$ cat src/rtl/mbist_pkg.sv
// March C- element table and FSM encodings shared by the controller and its compare stage.
// Pure constants: no latency, no backpressure.
package mbist_pkg;

  localparam int NUM_ELEM = 6;
  localparam int ELEM_W   = 3;

  typedef enum logic [1:0] {
    ST_IDLE,
    ST_RUN,
    ST_DRAIN,
    ST_DONE
  } state_e;

  typedef enum logic [ELEM_W-1:0] {
    M0 = 3'd0,
    M1 = 3'd1,
    M2 = 3'd2,
    M3 = 3'd3,
    M4 = 3'd4,
    M5 = 3'd5
  } elem_e;

  // opN_bg is the background bit: written value for writes, expected value for reads
  typedef struct packed {
    logic two_ops;
    logic op0_we;
    logic op0_bg;
    logic op1_we;
    logic op1_bg;
    logic down;
  } elem_cfg_t;

  function automatic elem_cfg_t elem_cfg(input elem_e e);
    elem_cfg_t c;
    c = '0;
    case (e)
      M0: begin c.op0_we = 1'b1; end
      M1: begin c.two_ops = 1'b1; c.op1_we = 1'b1; c.op1_bg = 1'b1; end
      M2: begin c.two_ops = 1'b1; c.op0_bg = 1'b1; c.op1_we = 1'b1; end
      M3: begin c.two_ops = 1'b1; c.op1_we = 1'b1; c.op1_bg = 1'b1; c.down = 1'b1; end
      M4: begin c.two_ops = 1'b1; c.op0_bg = 1'b1; c.op1_we = 1'b1; c.down = 1'b1; end
      M5: begin c.op0_bg = 1'b0; end
      default: c = '0;
    endcase
    return c;
  endfunction

endpackage

$ cat src/rtl/mbist_march_ctrl_if.sv
// SRAM-under-test port bundle: controller drives select/command/address/data, memory returns read data.
// Read data is valid one cycle after a read; no backpressure.
interface mbist_march_ctrl_if #(
  parameter int ADDR_W = 10,
  parameter int DATA_W = 8
);

  logic              mem_cs;
  logic              mem_we;
  logic [ADDR_W-1:0] mem_addr;
  logic [DATA_W-1:0] mem_wdata;
  logic [DATA_W-1:0] mem_rdata;

  modport master (
    output mem_cs,
    output mem_we,
    output mem_addr,
    output mem_wdata,
    input  mem_rdata
  );

  modport slave (
    input  mem_cs,
    input  mem_we,
    input  mem_addr,
    input  mem_wdata,
    output mem_rdata
  );

endinterface

$ cat src/rtl/mbist_cmp.sv
// Read-compare stage: registers expected word per read, compares next cycle, sticky fail + first-fail capture.
// fail visible two cycles after the read is issued; no backpressure.
module mbist_cmp
  import mbist_pkg::*;
#(
  parameter int ADDR_W = 10,
  parameter int DATA_W = 8
) (
  input  logic              clk,
  input  logic              rst,
  input  logic              clr,
  input  logic              rd_vld,
  input  logic [DATA_W-1:0] rd_exp,
  input  logic [ADDR_W-1:0] rd_addr,
  input  logic [ELEM_W-1:0] rd_elem,
  input  logic [DATA_W-1:0] rdata,
  output logic              fail,
  output logic [ADDR_W-1:0] fail_addr,
  output logic [ELEM_W-1:0] fail_elem
);

  logic              vld_q;
  logic [DATA_W-1:0] exp_q;
  logic [ADDR_W-1:0] addr_q;
  logic [ELEM_W-1:0] elem_q;

  logic              fail_q,  fail_d;
  logic [ADDR_W-1:0] faddr_q, faddr_d;
  logic [ELEM_W-1:0] felem_q, felem_d;

  logic miscmp;

  assign miscmp = vld_q && (rdata != exp_q);

  always_comb begin
    fail_d  = fail_q;
    faddr_d = faddr_q;
    felem_d = felem_q;
    if (clr) begin
      fail_d  = 1'b0;
      faddr_d = '0;
      felem_d = '0;
    end else if (miscmp) begin
      fail_d = 1'b1;
      // only the first miscompare of a run is captured
      if (!fail_q) begin
        faddr_d = addr_q;
        felem_d = elem_q;
      end
    end
  end

  always_ff @(posedge clk) begin
    if (rst) begin
      vld_q   <= 1'b0;
      exp_q   <= '0;
      addr_q  <= '0;
      elem_q  <= '0;
      fail_q  <= 1'b0;
      faddr_q <= '0;
      felem_q <= '0;
    end else begin
      vld_q   <= rd_vld;
      exp_q   <= rd_exp;
      addr_q  <= rd_addr;
      elem_q  <= rd_elem;
      fail_q  <= fail_d;
      faddr_q <= faddr_d;
      felem_q <= felem_d;
    end
  end

  assign fail      = fail_q;
  assign fail_addr = faddr_q;
  assign fail_elem = felem_q;

endmodule

$ cat src/rtl/mbist_march_ctrl.sv
// March C- sequencer: first op one cycle after start, 10N RUN cycles, 1 DRAIN cycle, then DONE.
// No backpressure: the SRAM must accept one operation every RUN cycle.
module mbist_march_ctrl
  import mbist_pkg::*;
#(
  parameter int ADDR_W = 10,
  parameter int DATA_W = 8
) (
  input  logic               clk,
  input  logic               rst,
  input  logic               start,
  output logic               busy,
  output logic               done,
  output logic               fail,
  output logic [ADDR_W-1:0]  fail_addr,
  output logic [ELEM_W-1:0]  fail_elem,
  output logic               cnt_en,
  output logic               cnt_ud,
  output logic               cnt_rst,
  input  logic [ADDR_W-1:0]  cnt_q,
  mbist_march_ctrl_if.master mem
);

  state_e state_q, state_d;
  elem_e  elem_q,  elem_d;
  logic   op_q,    op_d;

  elem_cfg_t         cfg;
  logic              cur_we;
  logic              cur_bg;
  logic              last_op;
  logic              elem_end;
  logic              clr;
  logic              rd_vld;
  logic [ADDR_W-1:0] op_addr;
  logic [DATA_W-1:0] bg_word;

  assign cfg      = elem_cfg(elem_q);
  assign cur_we   = op_q ? cfg.op1_we : cfg.op0_we;
  assign cur_bg   = op_q ? cfg.op1_bg : cfg.op0_bg;
  assign last_op  = ~cfg.two_ops | op_q;
  assign elem_end = last_op && (cnt_q == {ADDR_W{1'b1}});
  // descending elements reuse the up-counter by inverting its value
  assign op_addr  = cfg.down ? ~cnt_q : cnt_q;
  assign bg_word  = {DATA_W{cur_bg}};
  assign cnt_ud   = 1'b1;

  always_ff @(posedge clk) begin
    if (rst) begin
      state_q <= ST_IDLE;
      elem_q  <= M0;
      op_q    <= 1'b0;
    end else begin
      state_q <= state_d;
      elem_q  <= elem_d;
      op_q    <= op_d;
    end
  end

  always_comb begin
    state_d       = state_q;
    elem_d        = elem_q;
    op_d          = op_q;
    clr           = 1'b0;
    busy          = 1'b0;
    done          = 1'b0;
    cnt_en        = 1'b0;
    cnt_rst       = 1'b0;
    rd_vld        = 1'b0;
    mem.mem_cs    = 1'b0;
    mem.mem_we    = 1'b0;
    mem.mem_addr  = '0;
    mem.mem_wdata = '0;

    case (state_q)
      ST_IDLE, ST_DONE: begin
        cnt_rst = 1'b1;
        done    = (state_q == ST_DONE);
        if (start) begin
          state_d = ST_RUN;
          elem_d  = M0;
          op_d    = 1'b0;
          clr     = 1'b1;
        end
      end
      ST_RUN: begin
        busy          = 1'b1;
        mem.mem_cs    = 1'b1;
        mem.mem_we    = cur_we;
        mem.mem_addr  = op_addr;
        mem.mem_wdata = cur_we ? bg_word : '0;
        rd_vld        = ~cur_we;
        cnt_en        = last_op;
        op_d          = ~last_op;
        if (elem_end) begin
          cnt_rst = 1'b1;
          op_d    = 1'b0;
          if (elem_q == M5) begin
            state_d = ST_DRAIN;
          end else begin
            elem_d = elem_e'(elem_q + 3'd1);
          end
        end
      end
      ST_DRAIN: begin
        busy    = 1'b1;
        cnt_rst = 1'b1;
        state_d = ST_DONE;
      end
      default: begin
        state_d = ST_IDLE;
      end
    endcase
  end

  mbist_cmp #(
    .ADDR_W(ADDR_W),
    .DATA_W(DATA_W)
  ) u_cmp (
    .clk      (clk),
    .rst      (rst),
    .clr      (clr),
    .rd_vld   (rd_vld),
    .rd_exp   (bg_word),
    .rd_addr  (op_addr),
    .rd_elem  (elem_q),
    .rdata    (mem.mem_rdata),
    .fail     (fail),
    .fail_addr(fail_addr),
    .fail_elem(fail_elem)
  );

endmodule

$ cat src/flat_wrapper.sv
// flat-port wrapper written by rule: the top's interface ports become plain ports
module mbist_march_ctrl_flat import mbist_pkg::*;
#(
  parameter int ADDR_W = 10,
  parameter int DATA_W = 8
)
  (clk, rst, start, busy, done, fail, fail_addr, fail_elem, cnt_en, cnt_ud, cnt_rst, cnt_q, mem_mem_cs, mem_mem_we, mem_mem_addr, mem_mem_wdata, mem_mem_rdata);
  mbist_march_ctrl_if #(.ADDR_W(ADDR_W), .DATA_W(DATA_W)) mem_i ();
  input  logic clk;
  input  logic rst;
  input  logic start;
  output logic busy;
  output logic done;
  output logic fail;
  output logic [ADDR_W-1:0] fail_addr;
  output logic [ELEM_W-1:0] fail_elem;
  output logic cnt_en;
  output logic cnt_ud;
  output logic cnt_rst;
  input  logic [ADDR_W-1:0] cnt_q;
  output wire logic [$bits(mem_i.mem_cs)-1:0] mem_mem_cs;
  output wire logic [$bits(mem_i.mem_we)-1:0] mem_mem_we;
  output wire logic [$bits(mem_i.mem_addr)-1:0] mem_mem_addr;
  output wire logic [$bits(mem_i.mem_wdata)-1:0] mem_mem_wdata;
  input wire logic [$bits(mem_i.mem_rdata)-1:0] mem_mem_rdata;
  assign mem_mem_cs = mem_i.mem_cs;
  assign mem_mem_we = mem_i.mem_we;
  assign mem_mem_addr = mem_i.mem_addr;
  assign mem_mem_wdata = mem_i.mem_wdata;
  assign mem_i.mem_rdata = mem_mem_rdata;
  mbist_march_ctrl #(.ADDR_W(ADDR_W), .DATA_W(DATA_W)) u_core (.clk(clk), .rst(rst), .start(start), .busy(busy), .done(done), .fail(fail), .fail_addr(fail_addr), .fail_elem(fail_elem), .cnt_en(cnt_en), .cnt_ud(cnt_ud), .cnt_rst(cnt_rst), .cnt_q(cnt_q), .mem(mem_i));
endmodule
$ cat config.mk
export PLATFORM = sky130hd
export DESIGN_NAME = mbist_march_ctrl_flat
export DESIGN_NICKNAME = d
export VERILOG_FILES = /design/src/rtl/mbist_pkg.sv /design/src/rtl/mbist_march_ctrl_if.sv /design/src/rtl/mbist_cmp.sv /design/src/rtl/mbist_march_ctrl.sv /design/src/flat_wrapper.sv
export SDC_FILE = /design/constraint.sdc
export NUM_CORES = 1
export LEC_CHECK = 0
export ABC_AREA = 1
export CORE_UTILIZATION = 41
export DETAILED_ROUTE_END_ITERATION = 7
export MAX_ROUTING_LAYER = met4
export PLACE_DENSITY_LB_ADDON = 0.05
export SETUP_SLACK_MARGIN = 0.02
export SYNTH_ARGS = -nofsm -noshare
export SYNTH_HDL_FRONTEND = slang
export SYNTH_SLANG_ARGS = --single-unit
export TNS_END_PERCENT = 10
$ cat constraint.sdc
create_clock -name clk -period 2.1 [get_ports clk]
set_input_delay 0.63 -clock clk [delete_from_list [all_inputs] [get_ports clk]]
set_output_delay 0.63 -clock clk [all_outputs]
set_load 0.02 [all_outputs]
# After elaboration in Yosys (flattened, before gate mapping)
# Index checks and enable logic that the tools add are counted.
dict set report classes {
  n_reduce_logical 18
  eq_ne 14
  bitwise 7
  addsub 1
  n_mux 31
}
# cell count
set op_table {}
lappend op_table {{10-bit two-way mux} 2}
lappend op_table {{1-bit two-way mux} 17}
lappend op_table {{8-bit two-way mux} 2}
lappend op_table {{2-bit OR reduction} 7}
lappend op_table {{10-bit == test, second input constant} 1}
lappend op_table {{10-bit NOT} 1}
lappend op_table {{3-bit two-way mux} 3}
lappend op_table {{8-bit != test} 1}
lappend op_table {{3-bit by 2-bit == test with 1-bit output, second input constant} 2}
lappend op_table {{3-bit == test, second input constant} 2}
lappend op_table {{2-bit two-way mux} 3}
lappend op_table {{2-bit one-hot mux with 3 select lines} 1}
lappend op_table {{3-bit one-hot mux with 2 select lines} 1}
lappend op_table {{1-bit NOT} 5}
lappend op_table {{2-bit == test, second input constant} 2}
lappend op_table {{2-bit by 1-bit != test with 1-bit output, second input constant} 2}
lappend op_table {{2-bit != test, second input constant} 2}
lappend op_table {{1-bit one-hot mux with 2 select lines} 2}
lappend op_table {{2-bit AND reduction} 2}
lappend op_table {{4-bit AND reduction} 1}
lappend op_table {{4-bit OR reduction} 1}
lappend op_table {{3-bit by 1-bit adder with 3-bit output, second input constant} 1}
lappend op_table {{3-bit by 1-bit == test with 1-bit output, second input constant} 1}
lappend op_table {{3-bit zero test} 1}
lappend op_table {{7 further kinds} 8}
dict set report totals {
  input_bits 21
  out_inout_bits 39
  reg_bits 35
  word_cells 81
}

# Longest topological paths before layout
dict set report logic_depth {
  depth_word 8
  depth_mapped 12
  mapped_depth_nobuf 12
}

# Hierarchy
# A second synthesis with hierarchy kept.
dict set report hier_totals {
  hier_cells 326
  hier_area_um2 2270.9
}
# module seq_area_each_um2 area_each_um2 cells_each n_inst
set modules_own_cells {}
lappend modules_own_cells {mbist_cmp 720.7 1356.3 188 1}
lappend modules_own_cells {mbist_march_ctrl 120.1 914.6 138 1}

# Worst setup path before layout
# Ideal clock, no wire load.
dict set report synth_path {
  path_kind {register to output}
  from {reg u_core.state_q[0]}
  to {out mem_mem_wdata[1]}
  arrival_time_ns 2.069
  required_ns 1.470
  setup_slack_ns -0.599
  stages_incl_launch_ff 6
  n_path_buf 2
  cell_sequence {dfxtp_1 ha_1 buf_4 inv_1 nor3_1 buf_4}
}
dict set report synth_via {
  elab_chain_cells 2
}
# element line_no
set synth_rtl {}
lappend synth_rtl {{start: declaration} mbist_march_ctrl.sv:24} ;# state_e state_q, state_d;
lappend synth_rtl {{start signal: assignment} mbist_march_ctrl.sv:54} ;# state_q <= state_d;
lappend synth_rtl {{2-bit by 1-bit == test with 1-bit output} mbist_march_ctrl.sv:75} ;# case (state_q)
lappend synth_rtl {{8-bit two-way mux} mbist_march_ctrl.sv:75}
lappend synth_rtl {{end: declaration} flat_wrapper.sv:24} ;# output wire logic [$bits(mem_i.mem_wdata)-1:0] mem_mem_wdata;
# No other way between the ends.

# Worst setup path after layout
dict set report layout_path {
  from {reg u_core.elem_q[0]}
  to {out mem_mem_wdata[2]}
}
dict set report layout_via {
  elab_chain_cells 6
  word_cells_on_any_way 16
  cone_classes {4 x eq/ne; 8 x mux; 4 x reduce/logical}
}
# element line_no
set layout_rtl {}
lappend layout_rtl {{start: declaration} mbist_march_ctrl.sv:25} ;# elem_e elem_q, elem_d;
lappend layout_rtl {{start signal: assignment} mbist_march_ctrl.sv:55} ;# elem_q <= elem_d;
lappend layout_rtl {{3-bit by 1-bit == test with 1-bit output (tied with other cells)} mbist_pkg.sv:37} ;# case (e)
lappend layout_rtl {{4-bit OR reduction (no source line) or 2-bit OR reduction (tied branches)} --}
lappend layout_rtl {{1-bit two-way mux} mbist_pkg.sv:37}
lappend layout_rtl {{1-bit two-way mux, on equally long branches} {mbist_march_ctrl.sv:39, mbist_march_ctrl.sv:40}}
lappend layout_rtl {{8-bit two-way mux *} mbist_march_ctrl.sv:91} ;# mem.mem_wdata = cur_we ? bg_word : '0;
lappend layout_rtl {{8-bit two-way mux *} mbist_march_ctrl.sv:75}
# Mark *: on every way between the ends. The rest lies on a longest branch, timed or not.

==> out/results.txt <==
Cell Count, Final, Fillers Out - 395
Startpoint Class - flop
Worst path bufs/invs - 5
Status - finished, violations left
Starting Density - 43.5%
Unrepaired setup endpoints after global routing - true
Internal power - 2.23 mW
Final worst slack - -279 ps
Antenna violations before repair - 0
Critical path's top delay family - buffers and inverters
Later-pin clock latency in the skew report - 290 ps
Mapped Cells - 251
Clock slew at reported path FFs - 70 ps
P_leak - 1.41 nW
DP Cell Count - 385
Crit. End Element - primary output
Final worst-path cycle share - 113%
Yosys Warn Count - 0
# rows - 23
Critical Path Most Common Cell - buf_6
Post-DR wirelength/cell - 10.8 µm
Critical path fanouts, max - 5
First DRT Iteration DRCs - 54
Comb pwr share - 64.7%
IO Port Bufs - 58
Xor-xnor portion of the synthesized cell area - 4.93%
Syn nets - 280
Max Clock Skew - 5.62 ps
Cts-stage hold buffer count - 0
Final hold vios - 0
H-tree depth - 2
Worst setup path category - flop to primary output
Max stage delay on crit path - 360 ps
Fmax - 0.420 GHz
Post-Syn Area per Cell - 7.08 µm²
Share of total power in sequential cells - 23.3%
Synth cell types - 26
Seq cells post-synth - 35
Critical-path top delay cell - dfxtp_4
Final nets - 373
Sw power - 1.70 mW
Tot Pwr - 3.92 mW
Cts bufs inserted - 5
Hold WC Path Type - flop to flop
Max VDD drop - 1.05 mV
Simple-gate share of the synthesized area - 32.2%
Setup violators final - 21
Failing checks - negative setup slack
Post-synthesis compound-gate area fraction - 4.86%
Largest family of logic cells by synthesized area - simple AND/OR/NAND/NOR gates
First-pass GRT wire length - 6.82 mm
DIE AREA - 4600 µm²
Total track usage - 20.6%
Fill count - 362
Vias in the first global route - 1,549
PwrDens - 1360 nW/µm²
Switching Fraction - 43.2%
Gr ovfl total - 0
Largest net degree at the start of global routing - 15
# DRC - 0
Hpwl dp - 3.03 mm
GPL Wtd Cong - 0.823
Synth Area in Adders - 5.63%
Core area - 4090 µm²
Critical Path RT - 1470 ps
Antenna-violating nets left - 0
Number of max-cap violations - 0
# IOs - 60
Post-Route WL - 4.27 mm
Synthesized area - 1780 µm²
Setup TNS - -4330 ps
Via count - 1,713
Share of cells above drive strength 1 - 31.9%
Via-to-Cell Ratio - 4.34
Area growth from synthesis to layout - 62.1%
Period minus WS final - 2380 ps
Clk root buf - clkbuf_8
Die W - 67.9 µm
Sequential-to-total area share from yosys stat - 39.4%
Clock power frac - 12.1%
DRT Pass-1 Iters - 4
Diodes inserted - 0
DP Worst Slack - -767 ps
CTS sink cnt - 35
CP Cell Sequence - inv_4 -> ha_4 -> inv_2 -> buf_6 -> o21ai_4 -> o21ai_4 -> nor3_4 -> buf_6 -> buf_6
Final Max Tran Viols - 0
Crit path DAT - 1750 ps
CTS tree - built
Die Ht - 67.9 µm
Most frequent cells in the layout - nor2_1 (63), nand2_1 (47), buf_4 (40)
Commonest non-fill, non-tap cell in the layout - nor2_1
Deepest clock path buffer count - 2
Mux contribution to synthesized area - 0%
[stage by stage]
stage / utilization [%] / hold WS, ps / area (µm²)
detailed placement: 66.4 / 440 / 2710
floorplan: - / 431 / 1870
CTS: 69.9 / 459 / 2860
finish: 70.5 / 455 / 2880
global route: 70.5 / 472 / 2880
global placement: 66.4 / 434 / 2710
[cell usage after synthesis (all sizes together)]
library cell	number	area, µm²
nor3	2	10.0
dfxtp	35	701
conb	1	3.75
o31ai	1	7.51
buf	14	104
and2	1	6.26
nand2	54	233
clkbuf	2	7.51
a21oi	6	30.0
a21boi	1	7.51
o21ai	7	35.0
inv	31	116
nor2	65	244
ha	8	100
nand3	9	45.0
or2	1	6.26
nand4	2	27.5
xor2	10	87.6
a31oi	1	6.26
[metal layers]
layer / global-route usage, % / vias to the layer above / wire, µm / part of all wire, %
met3: 5.50 / 7 / 154 / 3.6
li1: - / 921 / - / -
met2: 34.7 / 27 / 2160 / 51
met1: 23.9 / 758 / 1890 / 44
met4: 6.25 / 0 / 67 / 1.6
met5: - / - / 0 / 0
[state kept, by name, summed over array words and instances (netlist names)]
signal	flops
u_core.u_cmp.exp_q	1
u_core.u_cmp.addr_q	10
u_core.u_cmp.fail	1
u_core.u_cmp.vld_q	1
u_core.u_cmp.fail_elem	3
u_core.op_q	1
u_core.state_q	2
u_core.u_cmp.fail_addr	10
u_core.u_cmp.elem_q	3
u_core.elem_q	3
[worst paths after layout]
check                                                               to                         startpoint  slack (ps)  cells after the start
worst min-delay path            u_core.u_cmp.fail_addr[9]$_SDFFE_PP0P_  u_core.u_cmp.addr_q[9]$_SDFF_PP0_         450                      2
worst min register to register  u_core.u_cmp.fail_addr[9]$_SDFFE_PP0P_  u_core.u_cmp.addr_q[9]$_SDFF_PP0_         450                      2
worst max register to register           u_core.elem_q[2]$_SDFFE_PP0P_     u_core.state_q[1]$_SDFFE_PP0P_         250                     10
worst max-delay path                                  mem_mem_wdata[2]      u_core.elem_q[0]$_SDFFE_PP0P_        -280                      9
[power groups by stage]
stage	logic [mW]	registers [mW]	clock network [mW]
final	2.54	0.912	0.474
after detailed placement	2.41	0.910	0
after CTS	2.49	0.898	0.489
after global placement	2.39	0.905	0
after global routing	2.78	0.930	0.522
after floorplan	1.38	0.943	0
[worst reg2reg max path, cell delays in order (launching register included)]
cell     delay, ps
dfxtp_1        330
inv_1           80
buf_4          140
ha_1           280
buf_4          150
nand2_1         90
o21ai_0        150
a31oi_2        290
nand3_1        120
nand2_1         70
nor2_1          40
[timing repair]
| item | in CTS | in global routing |
|---|---|---|
| gates resized for setup | 116 | 15 |
| setup buffers | 3 | 0 |
| endpoints found under the setup margin | 24 | 23 |
| pin swaps | 2 | 1 |
[final cells by class]
type	instances	area, µm²	area share (%)
clock inverter	1	5.00	0.174
tap	50	62.6	2.17
timing repair buffer	102	877	30.4
inverter	31	121	4.21
multi-input combinational	169	1030	35.7
sequential	35	709	24.6
clock buffer	7	76.3	2.65
[logic make-up (layout without fill, tap and decap cells)]
kind of cell             after synthesis  in the layout
adder cells (fa/ha/maj)                8              8
XOR/XNOR                              10             10
buffers and inverters                 47            141
flip-flops                            35             35
AO/OA/AOI/OAI                         16             16
other                                  1              1
AND/OR/NAND/NOR                      134            134
No activity file was read; power rests on OpenSTA's default activity.
